<file path="src/rtl/pp_cfg_sequencer_pkg.sv">
// Shared types and descriptor layout for the post-process config sequencer.
package pp_seq_pkg;

  typedef enum logic [2:0] {
    S_IDLE,
    S_LOAD,
    S_CHECK,
    S_SEND,
    S_WAIT_BUSY,
    S_WAIT_DONE,
    S_DONE
  } seq_state_t;

  localparam int unsigned WORD_W   = 32;
  localparam int unsigned WORD_CNT = 6;
  localparam int unsigned DESC_W   = WORD_W * WORD_CNT;

  // Descriptor word indices
  localparam int unsigned W_FLAGS = 0;
  localparam int unsigned W_DIMS  = 1;
  localparam int unsigned W_WADDR = 2;
  localparam int unsigned W_RADDR = 3;
  localparam int unsigned W_LEN   = 4;
  localparam int unsigned W_BTT   = 5;

  // Field positions inside their words
  localparam int unsigned OCH_LSB   = 8;
  localparam int unsigned OCH_W     = 16;
  localparam int unsigned IMGW_LSB  = 0;
  localparam int unsigned IMGH_LSB  = 12;
  localparam int unsigned IMG_DIM_W = 12;
  localparam int unsigned TOTAL_LSB = 16;
  localparam int unsigned TOTAL_W   = 16;

  localparam logic [3:0] PP_IDLE = 4'd0;
  localparam logic [3:0] PP_WORK = 4'd5;

  function automatic logic [WORD_W-1:0] desc_word(input logic [DESC_W-1:0] d,
                                                  input logic [2:0]        k);
    logic [WORD_W-1:0] w;
    w = '0;
    for (int unsigned i = 0; i < WORD_CNT; i++)
      if (k == 3'(i)) w = d[i*WORD_W +: WORD_W];
    return w;
  endfunction

endpackage

</file>
<file path="src/rtl/pp_desc_fifo.sv">
// Register FIFO holding queued layer descriptors; read data is the current head.
module pp_desc_fifo #(
  parameter int unsigned DEPTH = 4,
  parameter int unsigned WIDTH = 192
) (
  input  logic             clk,
  input  logic             rst_n,
  input  logic             push,
  input  logic [WIDTH-1:0] push_data,
  input  logic             pop,
  output logic [WIDTH-1:0] pop_data,
  output logic             full,
  output logic             empty
);

  localparam int unsigned AW = $clog2(DEPTH);

  logic [WIDTH-1:0] mem [DEPTH];
  logic [AW-1:0]    wr_ptr;
  logic [AW-1:0]    rd_ptr;
  logic [AW:0]      count;
  logic             do_push;
  logic             do_pop;

  assign full     = (count == (AW+1)'(DEPTH));
  assign empty    = (count == '0);
  assign do_pop   = pop & ~empty;
  // A pop in the same cycle frees the slot, so a full queue may still accept.
  assign do_push  = push & (~full | do_pop);
  assign pop_data = mem[rd_ptr];

  always_ff @(posedge clk or negedge rst_n) begin
    if (!rst_n) begin
      wr_ptr <= '0;
      rd_ptr <= '0;
      count  <= '0;
    end else begin
      if (do_push) wr_ptr <= wr_ptr + AW'(1);
      if (do_pop)  rd_ptr <= rd_ptr + AW'(1);
      case ({do_push, do_pop})
        2'b10:   count <= count + (AW+1)'(1);
        2'b01:   count <= count - (AW+1)'(1);
        default: count <= count;
      endcase
    end
  end

  always_ff @(posedge clk) begin
    if (do_push) mem[wr_ptr] <= push_data;
  end

endmodule

</file>
<file path="src/rtl/pp_cfg_sequencer.sv">
// Layer controller: streams queued post-process descriptors over ppconfig and
// tracks post-process status until each layer finishes.
module pp_cfg_sequencer
  import pp_seq_pkg::*;
#(
  parameter int unsigned DESC_DEPTH  = 4,
  parameter int unsigned TIMEOUT_W   = 16,
  parameter int unsigned TIMEOUT_CYC = 4096
) (
  input  logic              clk,
  input  logic              rst_n,
  input  logic              enable,
  input  logic              desc_valid,
  output logic              desc_ready,
  input  logic [DESC_W-1:0] desc_data,
  output logic              m_axis_ppconfig_tvalid,
  input  logic              m_axis_ppconfig_tready,
  output logic [WORD_W-1:0] m_axis_ppconfig_tdata,
  input  logic [3:0]        status_post,
  output logic              seq_busy,
  output logic              layer_done,
  output logic [15:0]       layers_done,
  output logic              err_cfg,
  output logic              err_timeout,
  input  logic              err_clear
);

  localparam bit                   WD_EN   = (TIMEOUT_CYC != 0);
  localparam logic [TIMEOUT_W-1:0] WD_LAST = WD_EN ? TIMEOUT_W'(TIMEOUT_CYC - 1) : '0;
  localparam logic [2:0]           IDX_LAST = 3'(WORD_CNT - 1);

  seq_state_t           state;
  logic [DESC_W-1:0]    hold;
  logic [2:0]           idx;
  logic [TIMEOUT_W-1:0] wd_cnt;

  logic              fifo_full;
  logic              fifo_empty;
  logic [DESC_W-1:0] fifo_head;
  logic              pop;

  logic [OCH_W-1:0]     o_ch;
  logic [IMG_DIM_W-1:0] img_w;
  logic [IMG_DIM_W-1:0] img_h;
  logic [TOTAL_W-1:0]   total_len;
  logic                 cfg_bad;

  assign desc_ready = ~fifo_full;
  assign pop        = (state == S_LOAD);
  assign seq_busy   = (state != S_IDLE);

  pp_desc_fifo #(
    .DEPTH (DESC_DEPTH),
    .WIDTH (DESC_W)
  ) u_fifo (
    .clk       (clk),
    .rst_n     (rst_n),
    .push      (desc_valid & desc_ready),
    .push_data (desc_data),
    .pop       (pop),
    .pop_data  (fifo_head),
    .full      (fifo_full),
    .empty     (fifo_empty)
  );

  assign o_ch      = hold[W_FLAGS*WORD_W + OCH_LSB   +: OCH_W];
  assign img_w     = hold[W_DIMS*WORD_W  + IMGW_LSB  +: IMG_DIM_W];
  assign img_h     = hold[W_DIMS*WORD_W  + IMGH_LSB  +: IMG_DIM_W];
  assign total_len = hold[W_LEN*WORD_W   + TOTAL_LSB +: TOTAL_W];
  assign cfg_bad   = (o_ch == '0) || (o_ch[2:0] != 3'd0) || (img_w == '0) ||
                     (img_h == '0) || (total_len == '0);

  always_ff @(posedge clk or negedge rst_n) begin
    if (!rst_n) begin
      state                  <= S_IDLE;
      hold                   <= '0;
      idx                    <= '0;
      wd_cnt                 <= '0;
      m_axis_ppconfig_tvalid <= 1'b0;
      m_axis_ppconfig_tdata  <= '0;
      layer_done             <= 1'b0;
      layers_done            <= '0;
      err_cfg                <= 1'b0;
      err_timeout            <= 1'b0;
    end else begin
      layer_done <= 1'b0;
      case (state)
        S_IDLE: if (enable && !fifo_empty) state <= S_LOAD;
        S_LOAD: begin
          hold  <= fifo_head;
          state <= S_CHECK;
        end
        S_CHECK: begin
          if (cfg_bad) begin
            err_cfg <= 1'b1;
            state   <= S_IDLE;
          end else begin
            idx                    <= '0;
            m_axis_ppconfig_tvalid <= 1'b1;
            m_axis_ppconfig_tdata  <= desc_word(hold, 3'd0);
            state                  <= S_SEND;
          end
        end
        S_SEND: begin
          // tvalid is always high here, so tready alone marks the handshake.
          if (m_axis_ppconfig_tready) begin
            if (idx == IDX_LAST) begin
              m_axis_ppconfig_tvalid <= 1'b0;
              wd_cnt                 <= '0;
              state                  <= S_WAIT_BUSY;
            end else begin
              idx                   <= idx + 3'd1;
              m_axis_ppconfig_tdata <= desc_word(hold, idx + 3'd1);
            end
          end
        end
        S_WAIT_BUSY: begin
          if (status_post != PP_IDLE) begin
            state <= S_WAIT_DONE;
          end else if (WD_EN && wd_cnt == WD_LAST) begin
            err_timeout <= 1'b1;
            state       <= S_IDLE;
          end else begin
            wd_cnt <= wd_cnt + TIMEOUT_W'(1);
          end
        end
        S_WAIT_DONE: begin
          if (status_post == PP_IDLE) begin
            layer_done  <= 1'b1;
            layers_done <= layers_done + 16'd1;
            state       <= S_DONE;
          end
        end
        S_DONE:  state <= S_IDLE;
        default: state <= S_IDLE;
      endcase
      if (err_clear) begin
        err_cfg     <= 1'b0;
        err_timeout <= 1'b0;
      end
    end
  end

endmodule

</file>
<file path="config.mk">
export PLATFORM = sky130hd
export DESIGN_NAME = pp_cfg_sequencer
export DESIGN_NICKNAME = d
export VERILOG_FILES = /design/src/rtl/pp_cfg_sequencer_pkg.sv /design/src/rtl/pp_desc_fifo.sv /design/src/rtl/pp_cfg_sequencer.sv
export SDC_FILE = /design/constraint.sdc
export NUM_CORES = 1
export LEC_CHECK = 0
export BUFFER_PORTS_ARGS = -buffer_cell sky130_fd_sc_hd__clkbuf_2
export CORE_UTILIZATION = 55
export CTS_BUF_LIST = sky130_fd_sc_hd__clkbuf_16
export DETAILED_ROUTE_END_ITERATION = 12
export PLACE_DENSITY_LB_ADDON = 0.25
export SKIP_LAST_GASP = 1
export SYNTH_ARGS = -nofsm -noshare
export SYNTH_HDL_FRONTEND = slang
export SYNTH_SLANG_ARGS = --single-unit
</file>
<file path="constraint.sdc">
create_clock -name clk -period 6.5 [get_ports clk]
set_input_delay 0.325 -clock clk [delete_from_list [all_inputs] [get_ports clk]]
set_output_delay 0.325 -clock clk [all_outputs]
set_load 0.02 [all_outputs]
</file>
==> results.sh <==
export IMPL_outcome="finished clean"
export IMPL_rsz0062_at_grt="no"
export IMPL_drt_initial_drc_count=2167
export IMPL_clock_tree_root_cell="clkbuf_16"
export IMPL_start_kind="flip-flop"
export IMPL_netSwitchingPower_uw=7390
export IMPL_syn_to_final_growth_pct=18.6
export IMPL_htree_levels=3
export IMPL_slew_headroom_pct=26.2
export IMPL_swShare_pct=32.5
export IMPL_grt_pass1_vias=22462
export IMPL_hp_class="in2reg"
export IMPL_fmax_mhz=264
export IMPL_max_stage_delay_ps=1020
export IMPL_seqPwrFrac_pct=43.9
export IMPL_min_path_cells=3
export IMPL_synth_top_family_by_area="multiplexers"
export IMPL_comb_power_share_pct=30.8
export IMPL_gp_congestion=0.858
export IMPL_cp_slowest_cell="nor2_1"
export IMPL_critical_path_top_delay_family="simple AND/OR/NAND/NOR gates"
export IMPL_cts_tree="done"
export IMPL_ys_flop_type="edfxtp_1"
export IMPL_syn_inst=2193
export IMPL_synth_top_area_cell="edfxtp_1"
export IMPL_peakVddDrop_v=0.000443
export IMPL_most_common_layout_cells="edfxtp_1 (768), dfrtp_1 (271), clkbuf_2 (254)"
export IMPL_synth_compound_area_share_pct=4.11
export IMPL_final_cells=3690
export IMPL_wl_per_cell_um=25.0
export IMPL_clk_latency_ps=670
export IMPL_clkSlewWorstSetupHoldPaths_ps=60
export IMPL_clockBufferDepth=3
export IMPL_final_common_cell="edfxtp_1"
export IMPL_p_int_uw=15300
export IMPL_met2_wirelength_um=47300
export IMPL_reg2reg_setup_slack_ps=2720
export IMPL_synth_fa_ha_area_share_pct=0.419
export IMPL_synth_seq_area_share_pct=73.6
export IMPL_dpl_cell_area_sq_um=42900
export IMPL_path_cells="nand3b_4, nor2_1, o21ai_1, nor4_2, mux2_2"
export IMPL_cts_buffers=104
export IMPL_via_per_inst=5.93
export IMPL_antenna_found_initial=2
export IMPL_yosysWarnings=0
export IMPL_cap_violations=0
export IMPL_slew_viol_final=0
export IMPL_numPortBuffers=255
export IMPL_powerDensity_nw_per_um2=472
export IMPL_synth_net_count=2408
export IMPL_fin_tns_setup_ps=0
export IMPL_pwr_share_clk_pct=25.3
export IMPL_async_flop_share_pct=26.2
export IMPL_crit_type="reg2reg"
export IMPL_wl_met1_um=36700
export IMPL_die_area_sq_um=74900
export IMPL_vias=21888
export IMPL_fillers=4833
export IMPL_yosys_register_bits=1041
export IMPL_row_count=99
export IMPL_synth_area_per_cell_sq_um=18.5
export IMPL_grt_pass1_wl_um=138000
export IMPL_num_nets_final=2856
export IMPL_dr_wl_met3_um=6000
export IMPL_power_leakage_uw=0.0173
export IMPL_core_sq_um=73000
export IMPL_dp_hpwl_um=58200
export IMPL_grt_usage_pct=24.9
export IMPL_start_util_pct=55.7
export IMPL_rr_worst_depth=5
export IMPL_critPathBufInv=0
export IMPL_cts_resized_gates=0
export IMPL_placedCellCount=3300
export IMPL_worstReg2RegStart="state[0]$_DFFE_PN0P_"
export IMPL_holdCritStartpoint="m_axis_ppconfig_tready"
export IMPL_min_delay_worst_endpoint="idx[0]$_DFFE_PN0P_"
export IMPL_hold_viol=0
export IMPL_clock_sinks=1041
export IMPL_r2r_end="wd_cnt[5]$_DFFE_PN0P_"
export IMPL_cp_end_kind="flip-flop"
export IMPL_die_y_um=274
export IMPL_dr_pass1_iters=6
export IMPL_synth_area_sq_um=40600
export IMPL_setup_violations=0
export IMPL_post_route_min_period_ps=3780
export IMPL_synth_top_cell_area_share_pct=56.8
export IMPL_synth_xor_area_share_pct=0.496
export IMPL_synth_distinct_cells=53
export IMPL_ios=256
export IMPL_yosys_area_share_simple_pct=3.38
export IMPL_grt_ovfl_total=0
export IMPL_final_antenna_net_count=0
export IMPL_cp_max_fo=63
export IMPL_top_layer="met5"
export IMPL_synth_edf_count=768
export IMPL_grt_max_degree=181
export IMPL_synth_area_leaders="edfxtp_1 (57%), dfrtp_1 (17%), mux4_2 (11%), mux2_2 (5.5%), nand2_1 (1.3%)"
export IMPL_critPathArrivalTime_ps=4330
export IMPL_drive_gt1_share_pct=30.7
export IMPL_holdWs_ps=108
export IMPL_crit_required_ps=7050
export IMPL_totalWireLength_um=92300
export IMPL_design_area_sq_um=48200
export IMPL_worst_clock_skew_ps=25.9
export IMPL_drcViolationCount=0
export IMPL_die_x_um=274
export IMPL_muxShareOfSynthArea_pct=16.2
export IMPL_period_share_pct=58.2
export IMPL_tightestPinTransition_ps=1110
[layout make-up]
type	instances	area, sq um	area share, %
Timing Repair Buffer	472	3500	7.27
Clock buffer	106	2650	5.51
Antenna cell	1	2.50	0.00520
Multi-Input combinational cell	979	10100	20.9
Inverter	43	161	0.335
Sequential cell	1041	29900	62.1
Tap cell	959	1200	2.49
Clock inverter	89	667	1.38
[worst max-delay path by stage]
stage	cells after the start	slack, ps	from	to
floorplan	3	740	u_fifo.count[0]$_DFFE_PN0P_	u_fifo.mem[0][0]$_DFFE_PP_
global placement	5	2980	state[0]$_DFFE_PN0P_	wd_cnt[6]$_DFFE_PN0P_
detailed placement	5	2730	state[0]$_DFFE_PN0P_	wd_cnt[5]$_DFFE_PN0P_
CTS	5	2750	state[0]$_DFFE_PN0P_	wd_cnt[5]$_DFFE_PN0P_
global route	5	2450	state[0]$_DFFE_PN0P_	wd_cnt[5]$_DFFE_PN0P_
finish	5	2720	state[0]$_DFFE_PN0P_	wd_cnt[5]$_DFFE_PN0P_
[repair_timing]
item,4_1_cts,5_1_grt
hold endpoints to repair,863,0
setup buffers,0,0
hold buffers,194,0
[registers in the layout, summed over array words and instances, names as in the netlist]
name	flops
m_axis_ppconfig_tdata	32
state	3
u_fifo.mem	768
wd_cnt	16
idx	3
u_fifo.count	3
u_fifo.rd_ptr	2
u_fifo.wr_ptr	2
m_axis_ppconfig_tvalid	1
layers_done	16
hold	192
err_cfg	1
layer_done	1
err_timeout	1
[synthesized netlist by cell type, types with 2 or more instances]
cell / number
nor2_1: 44
nor3_1: 4
buf_1: 22
nor4_1: 14
and2_1: 3
buf_6: 6
ha_1: 12
nor4_2: 2
o21ai_1: 2
nand2_1: 143
mux2i_1: 4
and4_1: 6
or3_1: 4
a221oi_1: 33
o21ai_0: 69
o211ai_1: 2
buf_2: 12
edfxtp_1: 768
mux4_2: 192
xor2_1: 11
a21oi_1: 79
and3_1: 8
dfrtp_1: 273
a22o_1: 3
o31ai_1: 40
xnor2_1: 12
nand2b_1: 4
clkbuf_1: 90
nand3_1: 18
a211oi_1: 29
nand4_1: 8
inv_1: 43
or4_1: 9
mux2_2: 198
nor2b_1: 7
nor3b_2: 2
[worst reg2reg max path, delay by kind of cell (launching register included)]
kind            cells  cell delay (ps)
compound gates      1              550
mux                 1              370
simple gates        3             2090
flops               1              670
[stage by stage]
stage,setup slack [ps],util [%],power (uW)
after floorplan,742,-,14700
after global placement,2980,58.8,16800
after detailed placement,2730,58.8,17000
after CTS,2750,66.0,22900
after global routing,2450,66.0,23700
final,2720,66.0,22700
[routing by layer]
| layer | vias up | track usage, % |
|---|---|---|
| met1 | 11389 | 33.5 |
| met3 | 139 | 4.37 |
| met2 | 765 | 41.9 |
| li1 | 9593 | - |
| met4 | 2 | 7.34 |
| met5 | - | 0 |
[cells by family after synthesis]
| family | after synthesis |
|---|---|
| buf+inv | 173 |
| mux | 394 |
| simple gates | 284 |
| fa+ha+maj | 13 |
| flops | 1041 |
| xor+xnor | 23 |
| compound gates | 265 |
[power by group through the flow]
stage,logic (uW),clock network [uW],registers [uW]
2_1_floorplan,4760,0,9900
3_3_place_gp,6840,0,9980
3_5_place_dp,6930,0,10100
4_1_cts,7080,5850,9960
5_1_grt,7480,6110,10100
6_report,7000,5750,9970
(Power assumes the default switching activity.)
